[src/rtl/lvds_rx_mem_writer_if.sv]
// ---------------------------------------------------------------------------
// lvds_rx_mem_writer_if
//   Bundles the byte stream coming from the LVDS deserializer and the
//   Avalon-MM write port toward the on-chip memory.
//
//   Handshake: a byte transfers on a rising edge where in_valid and in_ready
//   are both 1. in_sop/in_eop/in_data are meaningful only while in_valid is 1.
//   The source must hold a refused byte (and its flags) until accepted.
//   The memory port has no waitrequest: every mem_write cycle is one write.
//
//   Signals:
//     in_data[7:0], in_valid, in_sop, in_eop  stream source -> packer
//     in_ready                                packer -> stream source
//     mem_address[ADDR_W-1:0], mem_byteenable[3:0], mem_chipselect,
//     mem_write, mem_writedata[31:0], mem_clken  packer -> memory
//
//   Modports:
//     master : environment side (drives the stream, observes the memory port)
//     slave  : packer side
// ---------------------------------------------------------------------------
interface lvds_rx_mem_writer_if #(
    parameter int ADDR_W = 13
);
    logic [7:0]        in_data;
    logic              in_valid;
    logic              in_sop;
    logic              in_eop;
    logic              in_ready;

    logic [ADDR_W-1:0] mem_address;
    logic [3:0]        mem_byteenable;
    logic              mem_chipselect;
    logic              mem_write;
    logic [31:0]       mem_writedata;
    logic              mem_clken;

    modport master (
        output in_data, in_valid, in_sop, in_eop,
        input  in_ready,
        input  mem_address, mem_byteenable, mem_chipselect,
        input  mem_write, mem_writedata, mem_clken
    );

    modport slave (
        input  in_data, in_valid, in_sop, in_eop,
        output in_ready,
        output mem_address, mem_byteenable, mem_chipselect,
        output mem_write, mem_writedata, mem_clken
    );
endinterface

[src/rtl/lvds_rx_mem_writer.sv]
// ---------------------------------------------------------------------------
// lvds_rx_mem_writer
//   Packs a framed 8-bit stream little-endian into 32-bit words and writes
//   each word to on-chip memory with a single-cycle write, starting every
//   frame at word address BASE_ADDR and wrapping at DEPTH.
//
//   Ports:
//     clk, reset     single clock, synchronous active-high reset
//     bus            stream input + memory write port (slave modport)
//     frame_done     one-cycle pulse after a good frame's eop
//     frame_bytes    byte count of the last completed frame (saturating)
//     overflow       sticky: current/last frame wrapped the address space
//     sop_err        sticky: a sop arrived mid-frame (reset clears)
//     state_dbg      current FSM state (IDLE=0, RECV=1, DONE=2)
// ---------------------------------------------------------------------------
module lvds_rx_mem_writer #(
    parameter int ADDR_W    = 13,
    parameter int DEPTH     = 8192,
    parameter int BASE_ADDR = 0
) (
    input  logic                 clk,
    input  logic                 reset,
    lvds_rx_mem_writer_if.slave  bus,
    output logic                 frame_done,
    output logic [15:0]          frame_bytes,
    output logic                 overflow,
    output logic                 sop_err,
    output logic [1:0]           state_dbg
);

    localparam logic [1:0] S_IDLE = 2'd0;
    localparam logic [1:0] S_RECV = 2'd1;
    localparam logic [1:0] S_DONE = 2'd2;

    localparam logic [ADDR_W-1:0] BASE_A = ADDR_W'(BASE_ADDR);
    localparam logic [ADDR_W-1:0] LAST_A = ADDR_W'(DEPTH - 1);
    localparam bit                BASE_IS_LAST = (BASE_ADDR == DEPTH - 1);
    // Address following a one-byte frame's write at BASE_ADDR.
    localparam logic [ADDR_W-1:0] BASE_NEXT = BASE_IS_LAST ? '0 : ADDR_W'(BASE_ADDR + 1);

    logic [1:0]        state;
    logic [1:0]        lane;
    logic [31:0]       acc;        // partial word; unfilled lanes kept at 0
    logic [ADDR_W-1:0] addr;
    logic [15:0]       byte_cnt;

    logic              wr_en;
    logic [ADDR_W-1:0] wr_addr;
    logic [31:0]       wr_data;
    logic [3:0]        wr_be;
    logic [15:0]       frame_bytes_q;
    logic              overflow_q;
    logic              sop_err_q;

    logic              accept;
    logic [31:0]       byte_word;
    logic [31:0]       merged;
    logic [15:0]       cnt_inc;
    logic [ADDR_W-1:0] addr_next;

    function automatic logic [3:0] lane_mask(input logic [1:0] l);
        case (l)
            2'd0:    return 4'b0001;
            2'd1:    return 4'b0011;
            2'd2:    return 4'b0111;
            default: return 4'b1111;
        endcase
    endfunction

    // DONE is the only state that refuses bytes.
    assign bus.in_ready = (state != S_DONE);
    assign accept       = bus.in_valid & bus.in_ready;

    assign byte_word = {24'd0, bus.in_data};
    assign merged    = acc | (byte_word << {lane, 3'b000});
    assign cnt_inc   = (byte_cnt == 16'hFFFF) ? byte_cnt : byte_cnt + 16'd1;
    assign addr_next = (addr == LAST_A) ? '0 : addr + ADDR_W'(1);

    always_ff @(posedge clk) begin
        if (reset) begin
            state         <= S_IDLE;
            lane          <= 2'd0;
            acc           <= 32'd0;
            addr          <= BASE_A;
            byte_cnt      <= 16'd0;
            wr_en         <= 1'b0;
            wr_addr       <= '0;
            wr_data       <= 32'd0;
            wr_be         <= 4'd0;
            frame_bytes_q <= 16'd0;
            overflow_q    <= 1'b0;
            sop_err_q     <= 1'b0;
        end else begin
            wr_en <= 1'b0;
            case (state)
                S_IDLE, S_RECV: begin
                    if (accept) begin
                        if (bus.in_sop) begin
                            // A sop always (re)starts a frame; any partial word
                            // of an interrupted frame is simply overwritten.
                            if (state == S_RECV) sop_err_q <= 1'b1;
                            byte_cnt <= 16'd1;
                            if (bus.in_eop) begin
                                wr_en         <= 1'b1;
                                wr_addr       <= BASE_A;
                                wr_data       <= byte_word;
                                wr_be         <= 4'b0001;
                                addr          <= BASE_NEXT;
                                overflow_q    <= BASE_IS_LAST;
                                acc           <= 32'd0;
                                lane          <= 2'd0;
                                frame_bytes_q <= 16'd1;
                                state         <= S_DONE;
                            end else begin
                                acc        <= byte_word;
                                lane       <= 2'd1;
                                addr       <= BASE_A;
                                overflow_q <= 1'b0;
                                state      <= S_RECV;
                            end
                        end else if (state == S_RECV) begin
                            byte_cnt <= cnt_inc;
                            if (bus.in_eop || lane == 2'd3) begin
                                wr_en   <= 1'b1;
                                wr_addr <= addr;
                                wr_data <= merged;
                                wr_be   <= lane_mask(lane);
                                addr    <= addr_next;
                                if (addr == LAST_A) overflow_q <= 1'b1;
                                acc     <= 32'd0;
                                lane    <= 2'd0;
                                if (bus.in_eop) begin
                                    // Loaded here so the count is already
                                    // visible during the frame_done cycle.
                                    frame_bytes_q <= cnt_inc;
                                    state         <= S_DONE;
                                end
                            end else begin
                                acc  <= merged;
                                lane <= lane + 2'd1;
                            end
                        end
                    end
                end
                S_DONE:  state <= S_IDLE;
                default: state <= S_IDLE;
            endcase
        end
    end

    assign bus.mem_address    = wr_addr;
    assign bus.mem_byteenable = wr_be;
    assign bus.mem_write      = wr_en;
    assign bus.mem_chipselect = wr_en;
    assign bus.mem_writedata  = wr_data;
    assign bus.mem_clken      = 1'b1;

    assign frame_done  = (state == S_DONE);
    assign frame_bytes = frame_bytes_q;
    assign overflow    = overflow_q;
    assign sop_err     = sop_err_q;
    assign state_dbg   = state;

endmodule

[src/flat_wrapper.sv]
// flat-port wrapper written by rule: the top's interface ports become plain ports
module lvds_rx_mem_writer_flat 
#(
    parameter int ADDR_W    = 13,
    parameter int DEPTH     = 8192,
    parameter int BASE_ADDR = 0
)
  (clk, reset, frame_done, frame_bytes, overflow, sop_err, state_dbg, bus_in_data, bus_in_valid, bus_in_sop, bus_in_eop, bus_in_ready, bus_mem_address, bus_mem_byteenable, bus_mem_chipselect, bus_mem_write, bus_mem_writedata, bus_mem_clken);
  lvds_rx_mem_writer_if #(.ADDR_W(ADDR_W)) bus_i ();
  input  logic clk;
  input  logic reset;
  output logic frame_done;
  output logic [15:0] frame_bytes;
  output logic overflow;
  output logic sop_err;
  output logic [1:0] state_dbg;
  input wire logic [$bits(bus_i.in_data)-1:0] bus_in_data;
  input wire logic [$bits(bus_i.in_valid)-1:0] bus_in_valid;
  input wire logic [$bits(bus_i.in_sop)-1:0] bus_in_sop;
  input wire logic [$bits(bus_i.in_eop)-1:0] bus_in_eop;
  output wire logic [$bits(bus_i.in_ready)-1:0] bus_in_ready;
  output wire logic [$bits(bus_i.mem_address)-1:0] bus_mem_address;
  output wire logic [$bits(bus_i.mem_byteenable)-1:0] bus_mem_byteenable;
  output wire logic [$bits(bus_i.mem_chipselect)-1:0] bus_mem_chipselect;
  output wire logic [$bits(bus_i.mem_write)-1:0] bus_mem_write;
  output wire logic [$bits(bus_i.mem_writedata)-1:0] bus_mem_writedata;
  output wire logic [$bits(bus_i.mem_clken)-1:0] bus_mem_clken;
  assign bus_i.in_data = bus_in_data;
  assign bus_i.in_valid = bus_in_valid;
  assign bus_i.in_sop = bus_in_sop;
  assign bus_i.in_eop = bus_in_eop;
  assign bus_in_ready = bus_i.in_ready;
  assign bus_mem_address = bus_i.mem_address;
  assign bus_mem_byteenable = bus_i.mem_byteenable;
  assign bus_mem_chipselect = bus_i.mem_chipselect;
  assign bus_mem_write = bus_i.mem_write;
  assign bus_mem_writedata = bus_i.mem_writedata;
  assign bus_mem_clken = bus_i.mem_clken;
  lvds_rx_mem_writer #(.ADDR_W(ADDR_W), .DEPTH(DEPTH), .BASE_ADDR(BASE_ADDR)) u_core (.clk(clk), .reset(reset), .bus(bus_i), .frame_done(frame_done), .frame_bytes(frame_bytes), .overflow(overflow), .sop_err(sop_err), .state_dbg(state_dbg));
endmodule
[config.mk]
export PLATFORM = sky130hd
export DESIGN_NAME = lvds_rx_mem_writer_flat
export DESIGN_NICKNAME = d
export VERILOG_FILES = /design/src/rtl/lvds_rx_mem_writer_if.sv /design/src/rtl/lvds_rx_mem_writer.sv /design/src/flat_wrapper.sv
export SDC_FILE = /design/constraint.sdc
export NUM_CORES = 1
export LEC_CHECK = 0
export CORE_MARGIN = 4
export CORE_UTILIZATION = 50
export DETAILED_ROUTE_END_ITERATION = 7
export PLACE_DENSITY = 0.75
export SYNTH_ARGS = -nofsm -noshare
export SYNTH_HDL_FRONTEND = slang
export SYNTH_SLANG_ARGS = --single-unit
[constraint.sdc]
create_clock -name clk -period 4 [get_ports clk]
set_clock_uncertainty 0.05 [all_clocks]
set_input_delay 1 -clock clk [delete_from_list [all_inputs] [get_ports clk]]
set_output_delay 1 -clock clk [all_outputs]
set_load 0.02 [all_outputs]
# Yosys cells after proc, flatten, opt, wreduce, memory -nomap -nowiden
# Index checks and enable logic that the tools add are counted.
# totals
register_bits	133
input_bits	13
output_inout_bits	74
wordCells	93
# op_classes
n_addsub	3
eq_ne	9
n_shift	1
mux	47
bitwise	4
n_reduce_logical	17
# op_table
operator	count
32-bit 2-to-1 mux	7
16-bit 2-to-1 mux	8
13-bit 2-to-1 mux	8
32-bit bitwise OR	1
8-bit by 5-bit left shift with 32-bit output	1
16-bit by 1-bit adder with 16-bit output (second input constant)	1
16-bit == test (second input constant)	1
2-bit 2-to-1 mux	8
4-bit 2-to-1 mux	4
5-bit AND reduction	3
13-bit by 1-bit adder with 13-bit output (second input constant)	1
13-bit == test (second input constant)	1
4-bit one-hot mux with 3 select lines	1
4-bit AND reduction	3
1-bit 2-to-1 mux	10
8-bit 2-to-1 mux	1
2-bit nonzero test	4
2-bit == test (second input constant)	3
2-bit by 1-bit == test with 1-bit output (second input constant)	2
2-bit zero test	2
2-bit OR reduction	2
3-bit AND reduction	1
3-bit OR reduction	1
2-bit by 1-bit adder with 2-bit output (second input constant)	1
other kinds (5)	6

# Longest topological paths before layout
# logic_depth
depth_word	6
ltp_mapped	7

# Least setup slack after synthesis
# Ideal clock, no wire load.
# synth_timing
path_type	input -> register
from	input port reset
to	register u_core.frame_bytes_q[14] (netlist: u_core.frame_bytes[14])
arrival_time_ps	2044
t_required_ps	3833
setup_slack_ps	1788
path_stages	6
n_path_buf	2
path_cell_list	clkbuf_1 nor2_2 and3_1 and2_1 buf_2 a32o_1
# synth_lines
element	line	text
from (decl)	flat_wrapper.sv:11	input logic reset;
to (signal assigned)	lvds_rx_mem_writer.sv:135	frame_bytes_q <= cnt_inc;
to (decl)	lvds_rx_mem_writer.sv:51	logic [15:0] frame_bytes_q;

# Final worst setup path
# layout_timing
from	input port bus_in_valid
to	register u_core.wr_data[24] (netlist: u_core.bus.mem_writedata[24])
# layout_via
elab_chain_len	2
# layout_rtl
element	line	text
from (decl)	flat_wrapper.sv:18	input wire logic [$bits(bus_i.in_valid)-1:0] bus_in_valid;
1-bit AND	lvds_rx_mem_writer.sv:72	assign accept = bus.in_valid & bus.in_ready;
5-bit AND reduction (no line)	-	
to (signal assigned)	lvds_rx_mem_writer.sv:106	wr_data <= byte_word;
to (signal assigned)	lvds_rx_mem_writer.sv:126	wr_data <= merged;
to (decl)	lvds_rx_mem_writer.sv:49	logic [31:0] wr_data;
# Every way passes these cells.
# A chain may end at the register's enable or synchronous reset.

==> impl_metrics.tcl <==
set metrics [dict create \
    antenna_found_initial 0 \
    min_path_type "flip-flop to flip-flop" \
    grt_use_total_pct 22.7 \
    initial_core_util_pct 52.2 \
    port_buffers 85 \
    cts_root_buf "clkbuf_8" \
    drc_errors 0 \
    clk_latency_ns 0.52 \
    dieArea_um2 12700 \
    htreeDepth 4 \
    synth_nets 622 \
    critPathLaunch "bus_in_valid" \
    num_io_pins 87 \
    synth_edf_count 0 \
    p_int_mw 2.22 \
    crit_type "input port to flip-flop" \
    min_period_ns 3.07 \
    max_slew.worst_pin.slew_ns 0.885 \
    drt-vias-per-instance 5.89 \
    worstPathArrival_ns 3.46 \
    finalMaxSlewViolations 0 \
    startpoint_type "input port" \
    routabilityCongestion 0.873 \
    ir_drop_v 0.000225 \
    endpoint_kind "flip-flop" \
    wl_um 14100 \
    areaGrowthSynthToFinish_pct 25.7 \
    synthArstFlopShare_pct 0 \
    pwr-share-seq_pct 45.5 \
    clock_path_buffers 2 \
    p_sw_uw 758 \
    hold_viol_final 0 \
    fill_cells 861 \
    die_y_um 113 \
    crit_end "u_core.bus.mem_writedata[24]" \
    grt_start_max_net_pins 43 \
    p_leak_nw 2.39 \
    fin_crit_sh_pct 76.7 \
    regToRegStartpoint "u_core.lane[1]" \
    status "completed" \
    cts_setup_buffers 0 \
    synth_flop_cell "dfxtp_1" \
    synth_warnings 0 \
    seq_area_frac_synth_pct 48.7 \
    row_count 37 \
    comb_power_share_pct 5.8 \
    ant_nets 0 \
    hpwl_um 9680 \
    power_density_nw_per_um2 433 \
    synth_area_per_cell_um2 9.05 \
    cts_tree "built" \
    setup_slack_ns 0.931 \
    yosys.area.top_type "dfxtp_1" \
    maxSlewHeadroom_pct 40.8 \
    crit_required_ns 4.39 \
    yosys.cell_types.count 60 \
    cts.sinks 133 \
    maxCapViolCount 0 \
    dr.pass1.iters 5 \
    wl_per_cell_um 17.2 \
    fmax_ghz 0.326 \
    drive_gt1_share_pct 9.66 \
    core_area_um2 10500 \
    pre_cts_slack_ns 0.400 \
    p_sw_share_pct 25.5 \
    initialDrtViolationCount 374 \
    r2r_end "u_core.bus.mem_writedata[24]" \
    first_global_vias 4755 \
    rsz0062_at_grt "false" \
    critPathMaxFanout 25 \
    syn_area_um2 5460 \
    die_width_um 113 \
    pwr-share-clk_pct 48.7 \
    ys_seq_elements 133 \
    fin_tns_setup_ns 0 \
    num_antenna_cells 0 \
    r2r_slack_ns 1.39 \
    synthTopCellsByArea "dfxtp_1 (49%), a21oi_1 (6.4%), nor2_1 (5.7%), o2bb2ai_1 (5.0%), a22o_1 (2.9%)" \
    setup_violations 0 \
    synthesis.instances 604 \
    synth.top_cell.area_share_pct 48.7 \
    cts_inserted_buffers 17 \
    grt_overflow 0 \
    hold_buffers 0 \
    clk_pin_slew_ns 0.07 \
    vias 4823 \
    grt_pass1_wl_um 23700 \
    ff2ff_path_depth 5 \
    cts_resized 0 \
    num-nets-final 688 \
]
## worst max-delay path, stage by stage
cell and delay, ns:
clkdlybuf4s50_1 0.55, nand2b_2 0.13, nor2_1 0.28, o21a_1 0.49, nand2_1 0.65, o2bb2ai_1 0.36
## how the worst min path moves through the flow
stage                                       from                            to  slack (ns)  cells past startpoint
floorplan                         u_core.acc[10]                u_core.acc[10]        0.39                      2
global placement          u_core.frame_bytes[13]        u_core.frame_bytes[13]        0.39                      1
detailed placement  u_core.bus.mem_writedata[18]  u_core.bus.mem_writedata[18]        0.40                      1
CTS                   u_core.bus.mem_address[12]    u_core.bus.mem_address[12]        0.41                      2
global route        u_core.bus.mem_byteenable[2]  u_core.bus.mem_byteenable[2]        0.43                      2
finish                u_core.bus.mem_address[12]    u_core.bus.mem_address[12]        0.40                      2
## kinds of logic (layout without fill, tap and decap cells)
kind of cell               Yosys count  in the layout  synth area share (%)
AOI/OAI and AO/OA                  188            188                  23.6
muxes                                2              2                 0.389
adders and majority gates            5              5                  1.14
and+or+nand+nor                    206            206                  19.1
buffers and inverters               54            133                  4.58
DFF                                133            133                  48.7
xor gates and xnor gates            15             15                  2.40
other                                1              1                0.0686
## cells in the mapped netlist, types with 5 or more instances
library cell  instances
xor2_1                8
o21ai_0              16
inv_1                 9
a31oi_1               8
nand4_1               5
a22oi_1               9
a221oi_1              8
o21a_1                5
nor3_2                6
nand3_1              23
dfxtp_1             133
a22o_1               18
clkbuf_1              7
nand2_1              34
and3_1                6
nor3_1               17
buf_1                10
and2_1                5
xnor2_1               7
ha_1                  5
a21oi_1              70
o2bb2ai_1            31
buf_2                23
nor2_1               83
## sequential cells by signal, indices dropped and copies added (netlist names)
register	count
u_core.bus.mem_chipselect	1
u_core.bus.mem_byteenable	4
u_core.overflow	1
u_core.addr	13
u_core.sop_err	1
u_core.bus.mem_address	13
u_core.lane	2
u_core.acc	32
u_core.frame_bytes	16
u_core.bus.mem_writedata	32
u_core.byte_cnt	16
u_core.state_dbg	2
## power groups by stage
stage	sequential, mW	combinational (mW)	clock [mW]
2_1_floorplan	1.39	0.104	0
3_3_place_gp	1.38	0.167	0
3_5_place_dp	1.38	0.171	0
4_1_cts	1.35	0.172	1.47
5_1_grt	1.35	0.188	1.54
6_report	1.35	0.172	1.45
## final cells by class
type	count	area [µm²]	area share, %
multi-input cells	417	2550	37.1
well taps	136	170	2.48
clock buffers	20	445	6.49
flip-flops and latches	133	2660	38.8
inverters	10	37.5	0.547
clock inverters	12	105	1.53
repair buffers	91	896	13.0
## metrics by stage
step	area (µm²)	util [%]	total power [mW]	cells	hold slack [ns]
3_5_place_dp	6320	60.4	1.55	787	0.397
3_3_place_gp	6320	60.4	1.55	787	0.395
2_1_floorplan	5460	-	1.49	604	0.388
4_1_cts	6870	65.6	2.99	819	0.412
6_report	6870	65.6	2.97	819	0.404
5_1_grt	6870	65.6	3.08	819	0.433
## layout by cell type, fill, tap and decap left out, types with 3 or more instances in the layout
cell type and n:
clkbuf_8 3, a22o_1 18, nor2_1 83, o2bb2ai_1 31, a21oi_1 70, nand4_2 3
a31oi_1 8, o21ai_2 3, xnor2_1 7, a221oi_1 8, and2_1 5, inv_1 9
ha_1 5, xor2_1 8, nand4_1 5, and4_4 3, nand2b_1 3, clkbuf_16 16
nor3_1 17, nor3_2 6, inv_6 9, and3_1 6, clkdlybuf4s50_1 85, a311oi_1 3
buf_4 6, dfxtp_1 133, nand3_1 23, a22oi_1 9, o21ai_0 16, nor2_2 3
o21a_1 5, nand2_1 34
## metal layers
metal	routed length, µm	global-route usage (%)	vias up
li1	-	-	2327
met1	6340	30.5	2307
met2	6590	35.8	165
met3	853	5.28	24
met4	281	8.33	0
met5	0	0	-
No activity file was read; power rests on OpenSTA's default activity.
